<file path="config.mk">
export PLATFORM = sky130hd
export DESIGN_NAME = vga_fb_arbiter
export DESIGN_NICKNAME = d
export VERILOG_FILES = /design/src/rtl/vga_fb_arbiter.sv
export SDC_FILE = /design/constraint.sdc
export NUM_CORES = 1
export LEC_CHECK = 0
export CORE_ASPECT_RATIO = 1.4
export CORE_MARGIN = 5
export CORE_UTILIZATION = 43
export CTS_CLUSTER_SIZE = 24
export DETAILED_ROUTE_END_ITERATION = 10
export PLACE_DENSITY_LB_ADDON = 0.15
export SYNTH_ARGS = -nofsm -noshare
export SYNTH_HDL_FRONTEND = slang
export SYNTH_SLANG_ARGS = --single-unit
</file>
<file path="constraint.sdc">
create_clock -name clk -period 3.9 [get_ports clk]
set_input_delay 0.78 -clock clk [delete_from_list [all_inputs] [get_ports clk]]
set_output_delay 0.78 -clock clk [all_outputs]
set_load 0.02 [all_outputs]
</file>
<file path="src/rtl/vga_fb_arbiter.sv">
// Time-slot arbiter for a single-port framebuffer RAM: one display prefetch per
// 8-pixel group, all remaining cycles granted to a host valid/ready port.
module vga_fb_arbiter #(
  parameter int H_TOTAL  = 768,
  parameter int H_ACTIVE = 512,
  parameter int V_TOTAL  = 512,
  parameter int V_ACTIVE = 480
) (
  input  logic        clk,
  input  logic        rst_n,
  input  logic [9:0]  pix_x,
  input  logic [8:0]  pix_y,
  input  logic        host_valid,
  output logic        host_ready,
  input  logic        host_we,
  input  logic [14:0] host_addr,
  input  logic [23:0] host_wdata,
  output logic [23:0] host_rdata,
  output logic        host_rvalid,
  output logic        ram_en,
  output logic        ram_we,
  output logic [14:0] ram_addr,
  output logic [23:0] ram_wdata,
  input  logic [23:0] ram_rdata,
  output logic [23:0] disp_word,
  output logic        disp_load
);

  typedef enum logic [1:0] {TAG_NONE, TAG_DISP, TAG_HRD} tag_t;

  localparam logic [9:0] X_LINE_END   = 10'(H_TOTAL - 8);
  localparam logic [9:0] X_ACTIVE_END = 10'(H_ACTIVE - 8);
  localparam logic [8:0] Y_LAST       = 9'(V_TOTAL - 1);
  // V_ACTIVE may be 512, which does not fit in the 9-bit line count.
  localparam logic [9:0] Y_ACTIVE     = 10'(V_ACTIVE);

  logic       at_line_end;
  logic       fetch;
  logic       host_go;
  logic [8:0] tgt_line;
  logic [5:0] tgt_group;
  tag_t       issue_tag;
  tag_t       tag_cmd;
  tag_t       tag_ret;

  // NOTE: every always_comb output gets a default first so no path leaves it
  // unassigned; otherwise synthesis infers a latch.
  always_comb begin
    at_line_end = (pix_x == X_LINE_END);
    tgt_line    = pix_y;
    tgt_group   = pix_x[8:3] + 6'd1;
    if (at_line_end) begin
      tgt_line  = (pix_y == Y_LAST) ? 9'd0 : pix_y + 9'd1;
      tgt_group = 6'd0;
    end
    fetch = (pix_x[2:0] == 3'd0) && ((pix_x < X_ACTIVE_END) || at_line_end)
            && ({1'b0, tgt_line} < Y_ACTIVE);
  end

  assign host_ready = !fetch && rst_n;
  assign host_go    = host_valid && host_ready;

  always_comb begin
    issue_tag = TAG_NONE;
    if (fetch)                   issue_tag = TAG_DISP;
    else if (host_go && !host_we) issue_tag = TAG_HRD;
  end

  // NOTE: state updates use non-blocking assignments so every register samples
  // pre-edge values; the async reset clears in-flight tags so no stale pulse
  // can follow a reset.
  always_ff @(posedge clk or negedge rst_n) begin
    if (!rst_n) begin
      ram_en      <= 1'b0;
      ram_we      <= 1'b0;
      ram_addr    <= '0;
      ram_wdata   <= '0;
      tag_cmd     <= TAG_NONE;
      tag_ret     <= TAG_NONE;
      disp_word   <= '0;
      disp_load   <= 1'b0;
      host_rdata  <= '0;
      host_rvalid <= 1'b0;
    end else begin
      ram_en  <= fetch || host_go;
      ram_we  <= host_go && host_we;
      if (fetch) begin
        ram_addr <= {tgt_line, tgt_group};
      end else if (host_go) begin
        ram_addr  <= host_addr;
        ram_wdata <= host_wdata;
      end

      tag_cmd <= issue_tag;
      tag_ret <= tag_cmd;

      disp_load   <= (tag_ret == TAG_DISP);
      host_rvalid <= (tag_ret == TAG_HRD);
      if (tag_ret == TAG_DISP) disp_word  <= ram_rdata;
      if (tag_ret == TAG_HRD)  host_rdata <= ram_rdata;
    end
  end

endmodule

</file>
Word level (Yosys, flattened, before mapping):

Cells that the tools add are included.

* register bits: 95
* latch bits: 0
* RAM bits: 0
* bits in read-only memories: 0
* memories kept: 0

* add/sub/neg operators: 2
* multipliers: 0
* div/mod/pow operators: 0
* $lt $le $gt $ge: 2
* equality and inequality tests: 4
* shifts and indexed selects: 0
* mux-type cells: 7
* bitwise operators: 1
* reductions and logical operators: 13

Operators with widths (count)
* 15-bit 2-to-1 mux: 2
* 9-bit 2-to-1 mux: 2
* 10-bit equality test (second input constant): 1
* 10-bit by 9-bit < comparator with 1-bit output (second input constant): 1
* 9-bit by 1-bit adder with 9-bit output (second input constant): 1
* 9-bit equality test (second input constant): 1
* 9-bit < comparator (second input constant): 1
* 6-bit by 1-bit adder with 6-bit output (second input constant): 1
* 1-bit logical AND: 6
* 6-bit 2-to-1 mux: 1
* 2-bit 2-to-1 mux: 2
* 3-bit logical NOT: 1
* 2-bit by 1-bit equality test with 1-bit output (second input constant): 1
* 2-bit equality test (second input constant): 1
* 1-bit logical NOT: 2
* 1-bit logical OR: 2
* 2-bit AND reduction: 1
* 2-bit nonzero test: 1
* 1-bit inverter: 1

Depth between registers and ports, before layout:

* depth in word-level cells: 11
* gate-level depth with buffers: 12

Worst setup path after synthesis:

No wires, ideal clock.

* path kind: input to output
* start: in pix_y[0]
* end: out host_ready
* arrival: 3.014 ns
* required time: 3.120 ns
* setup slack: 0.106 ns
* stages: 10
* path buffers: 0
* path through: ha_1 > nand3_1 > nor2_1 > and3_1 > ha_1 > nor2b_1 > nand4_4 > or3_4 > a32oi_2 > and3_1

* cells in the longest elaborated chain, start to end: 7
* elaborated cells between the ends (all ways): 8
* those cells by class: add/sub (1); order compare (1); eq/ne (1); mux (2); reduce/logical (3)

Ends and longest elaborated chain
* from (decl): line 12 `input logic [8:0] pix_y,`
* 9-bit by 1-bit adder with 9-bit output / 9-bit equality test (equally long branches): line 53 `tgt_line = (pix_y == Y_LAST) ? 9'd0 : pix_y + 9'd1;`
* 9-bit 2-to-1 mux: line 53
* 9-bit 2-to-1 mux *: line 52 `if (at_line_end) begin`
* 9-bit < comparator *: line 57 `&& ({1'b0, tgt_line} < Y_ACTIVE);`
* 1-bit logical AND *: line 57
* 1-bit logical NOT *: line 60 `assign host_ready = !fetch && rst_n;`
* 1-bit logical AND *: line 60
* to (decl): line 14 `output logic host_ready,`

Every way passes the cells marked *; elsewhere a longest branch is shown, timed or not.

Worst setup path after layout:

* start: in pix_y[5]
* end: out host_ready

Same word-level chain as after synthesis.

==> impl_results.md <==
- Status: complete, no violations
- Site Rows: between 40 and 50
- Worst hold path class: reg -> reg
- Drt pass-1 iters: 5
- Fmax: approximately 0.27 GHz
- Post-Layout Cell Count: between 600 and 700
- PwrDens: between 500 and 600 nW/um^2
- Final Hold Viols: 0
- CP arrival: 2.94 ns
- Num CTS Buffers: 9
- Largest net degree at the start of global routing: 55
- Clock buffer depth: 2
- Max Cap Viol: 0
- CP Class: in -> out
- Total power: 3.47 mW
- Antenna diodes: 0
- XOR/XNOR Fraction of Synth Area: less than 1%
- Layout area overhead: 60.7%
- Die area: 11700 sq um
- Vias: ~3.2k
- Filler Cell Count: just under 700
- Ys Warns: 0
- CTS sink cnt: 95
- Final Core Density: between 70% and 80%
- Syn_nets: 380
- Top post-synthesis cells by area: dfrtp_1 (57%), mux2_2 (15%), mux2_4 (6.5%)
- Total routed wirelength: 11.2 mm
- Post-synth EDFFs: 0
- Leading area contributor after synthesis: dfrtp_1
- CP startpoint: pix_y[5]
- Worst Clk Skew: 0.00968 ns
- Fraction of registers with async set/reset: 100%
- CP Capture Point: host_ready
- Dpl hpwl: 8.71 mm
- Final period utilization: a little over nine tenths
- Reg-to-reg startpoint: tag_ret[1]
- Initial antenna violation count: 0
- Post-route ant nets: 0
- Post-synthesis mux area share: between 20% and 30%
- CP endpoint kind: output pin
- H-Tree Depth: 3
- Critical Path RT: 3.12 ns
- Final period demand of the worst path: around 3.7 ns
- Global-route wire length before repair: approximately 18 mm
- Synth Area in Simple Gates: 7.41%
- Main combinational cell family by area after synthesis: multiplexers
- Worst Tran Pin Value: 0.692 ns
- Die X: 93.0 microns
- Root buffer cell: clkbuf_16
- Reg clk slew, reported paths: around 0.060 ns
- Syn Area/Cell: approximately 14 sq um
- Boundary pin count: around 180
- Gr usage total: between 10% and 20%
- Unrepaired setup endpoints after global routing: false
- Hold_buf cts: 0
- Dpl cells: roughly 600
- Die Y: 126 microns
- CTS tree: yes
- Post-synthesis compound-gate area fraction: under 10%
- P_leak: 2.98 nW
- Worst vdd ir: approximately 0.27 mV
- Worst-Skew Late Latency: ~0.33 ns
- CORE AREA: around 9500 sq um
- Gate Count Post-Synth: roughly 290
- Area share of the largest cell type after synthesis: between 50 and 60%
- Final #Nets: just under 600
- PortBufs: approximately 180
- Adder-cell share of the synthesized area: less than 1%
- Reg2Reg Setup Slack: around 2.3 ns
- DRC: 0
- # setup viols final: 0
- Mapped Area: 4150 sq um
- R2R depth: 3
- R2r endpoint: disp_word[19]
- Initial DRC Count: 73
- Post-Route Setup TNS: 0 ns
- Top FF cell, synth: dfrtp_1
- CP max FO: 2
- Vias in the first global route: 3520
- GP Congestion: 0.867
- Total gr overflow: 0
- Seq cells post-synth: between 90 and 100
- Layout cell share with drive strength beyond 1: approximately 27%
- Worst slew margin: between 50% and 60%
- Final Max Tran Viols: 0
- Synth unique cells: 37
- Critical Path Source Type: primary input
- Drt via density: 5.13
- Avg WL per Cell: ~18 microns
- Post-synthesis sequential area ratio: 57.3%
- Initial Util: a little over two fifths
==> synth_stat cells, types with 3 or more instances <==
library cell / number
a31oi_1: 4
clkbuf_1: 8
nor2_1: 7
ha_1: 3
mux2i_1: 27
mux2_4: 18
mux2_2: 55
nor4_1: 3
nand3_1: 8
nand2_1: 11
a21oi_1: 6
and3_1: 6
inv_1: 4
o21bai_1: 3
o21ai_0: 6
dfrtp_1: 95
==> worst min-delay path by stage <==
stage / start / to / slack (ns) / cells past startpoint
finish: tag_cmd[1] / tag_ret[1] / 0.35 / 0
global route: tag_cmd[1] / tag_ret[1] / 0.36 / 0
global placement: tag_cmd[1] / tag_ret[1] / 0.33 / 0
detailed placement: tag_cmd[1] / tag_ret[1] / 0.34 / 0
floorplan: tag_cmd[0] / tag_ret[0] / 0.33 / 0
CTS: tag_cmd[1] / tag_ret[1] / 0.35 / 0
==> area by class of cell <==
type	instances	area, sq um	share of cell area (%)
clock inverter	6	115	1.73
multi-input combinational	180	1720	25.8
clock buffer	10	229	3.43
inverter	4	15.0	0.225
sequential	95	2380	35.6
timing repair buffer	215	2070	31.1
tap	110	138	2.06
==> cells in the final DEF, fill, tap and decap left out, types with 3 or more instances in the layout <==
| cell | n |
|---|---|
| clkbuf_16 | 9 |
| o21ai_0 | 5 |
| nand2_1 | 11 |
| mux2_2 | 55 |
| dfrtp_1 | 95 |
| bufinv_16 | 3 |
| buf_4 | 38 |
| and3_1 | 5 |
| nand3_1 | 7 |
| a21oi_1 | 6 |
| mux2i_1 | 27 |
| a31oi_1 | 4 |
| inv_1 | 4 |
| mux2_4 | 18 |
| o21bai_1 | 3 |
| nor4_1 | 3 |
| clkdlybuf4s50_1 | 173 |
| nor2_1 | 7 |
==> repair_timing <==
action	4_1_cts	5_1_grt
setup endpoints to repair	1	1
resized for setup	10	5
setup buffers	1	0
pin swaps	2	3
==> per-stage QoR <==
| stage | area, sq um | setup slack (ns) | hold WS (ns) |
|---|---|---|---|
| CTS | 6660 | 0.0231 | 0.350 |
| global route | 6670 | 0.0782 | 0.355 |
| floorplan | 4150 | 0.106 | 0.331 |
| global placement | 6290 | -0.551 | 0.332 |
| finish | 6670 | 0.179 | 0.348 |
| detailed placement | 6290 | -0.592 | 0.336 |
==> power by group <==
part | switching (mW) | total [mW] | leakage, nW | internal [mW]
logic | 0.525 | 1.17 | 1.69 | 0.643
clock network | 0.366 | 0.998 | 0.164 | 0.631
registers | 0.109 | 1.31 | 1.13 | 1.20
total | 1.00 | 3.47 | 2.98 | 2.47
==> logic make-up after synthesis <==
group	after synthesis
multiplexers	100
flip-flops	95
AND/OR/NAND/NOR	49
AO/OA/AOI/OAI	25
buffers and inverters	16
XOR/XNOR	3
adder cells (fa/ha/maj)	3
==> registers in the layout, summed over array words and instances (netlist names) <==
register	cells
disp_load	1
disp_word	24
host_rdata	24
host_rvalid	1
ram_addr	15
ram_en	1
ram_wdata	24
ram_we	1
tag_cmd	2
tag_ret	2
==> worst max-delay path: stages <==
cell and delay (ns):
clkdlybuf4s50_1 0.43, nand2_1 0.10, nor2_1 0.05, and3_1 0.18
ha_2 0.19, nor2b_4 0.13, nand4_4 0.11, or3_4 0.39
a32oi_2 0.24, and3_4 0.23, buf_6 0.11
==> routing by layer <==
metal | GRT usage (%) | part of all wire, % | vias to the layer above
li1 | - | - | 1485
met1 | 20.4 | 35 | 1550
met2 | 36.1 | 55 | 125
met3 | 5.31 | 7.0 | 23
met4 | 8.02 | 2.7 | 0
met5 | 0 | 0 | -
No activity file was read; power rests on OpenSTA's default activity.
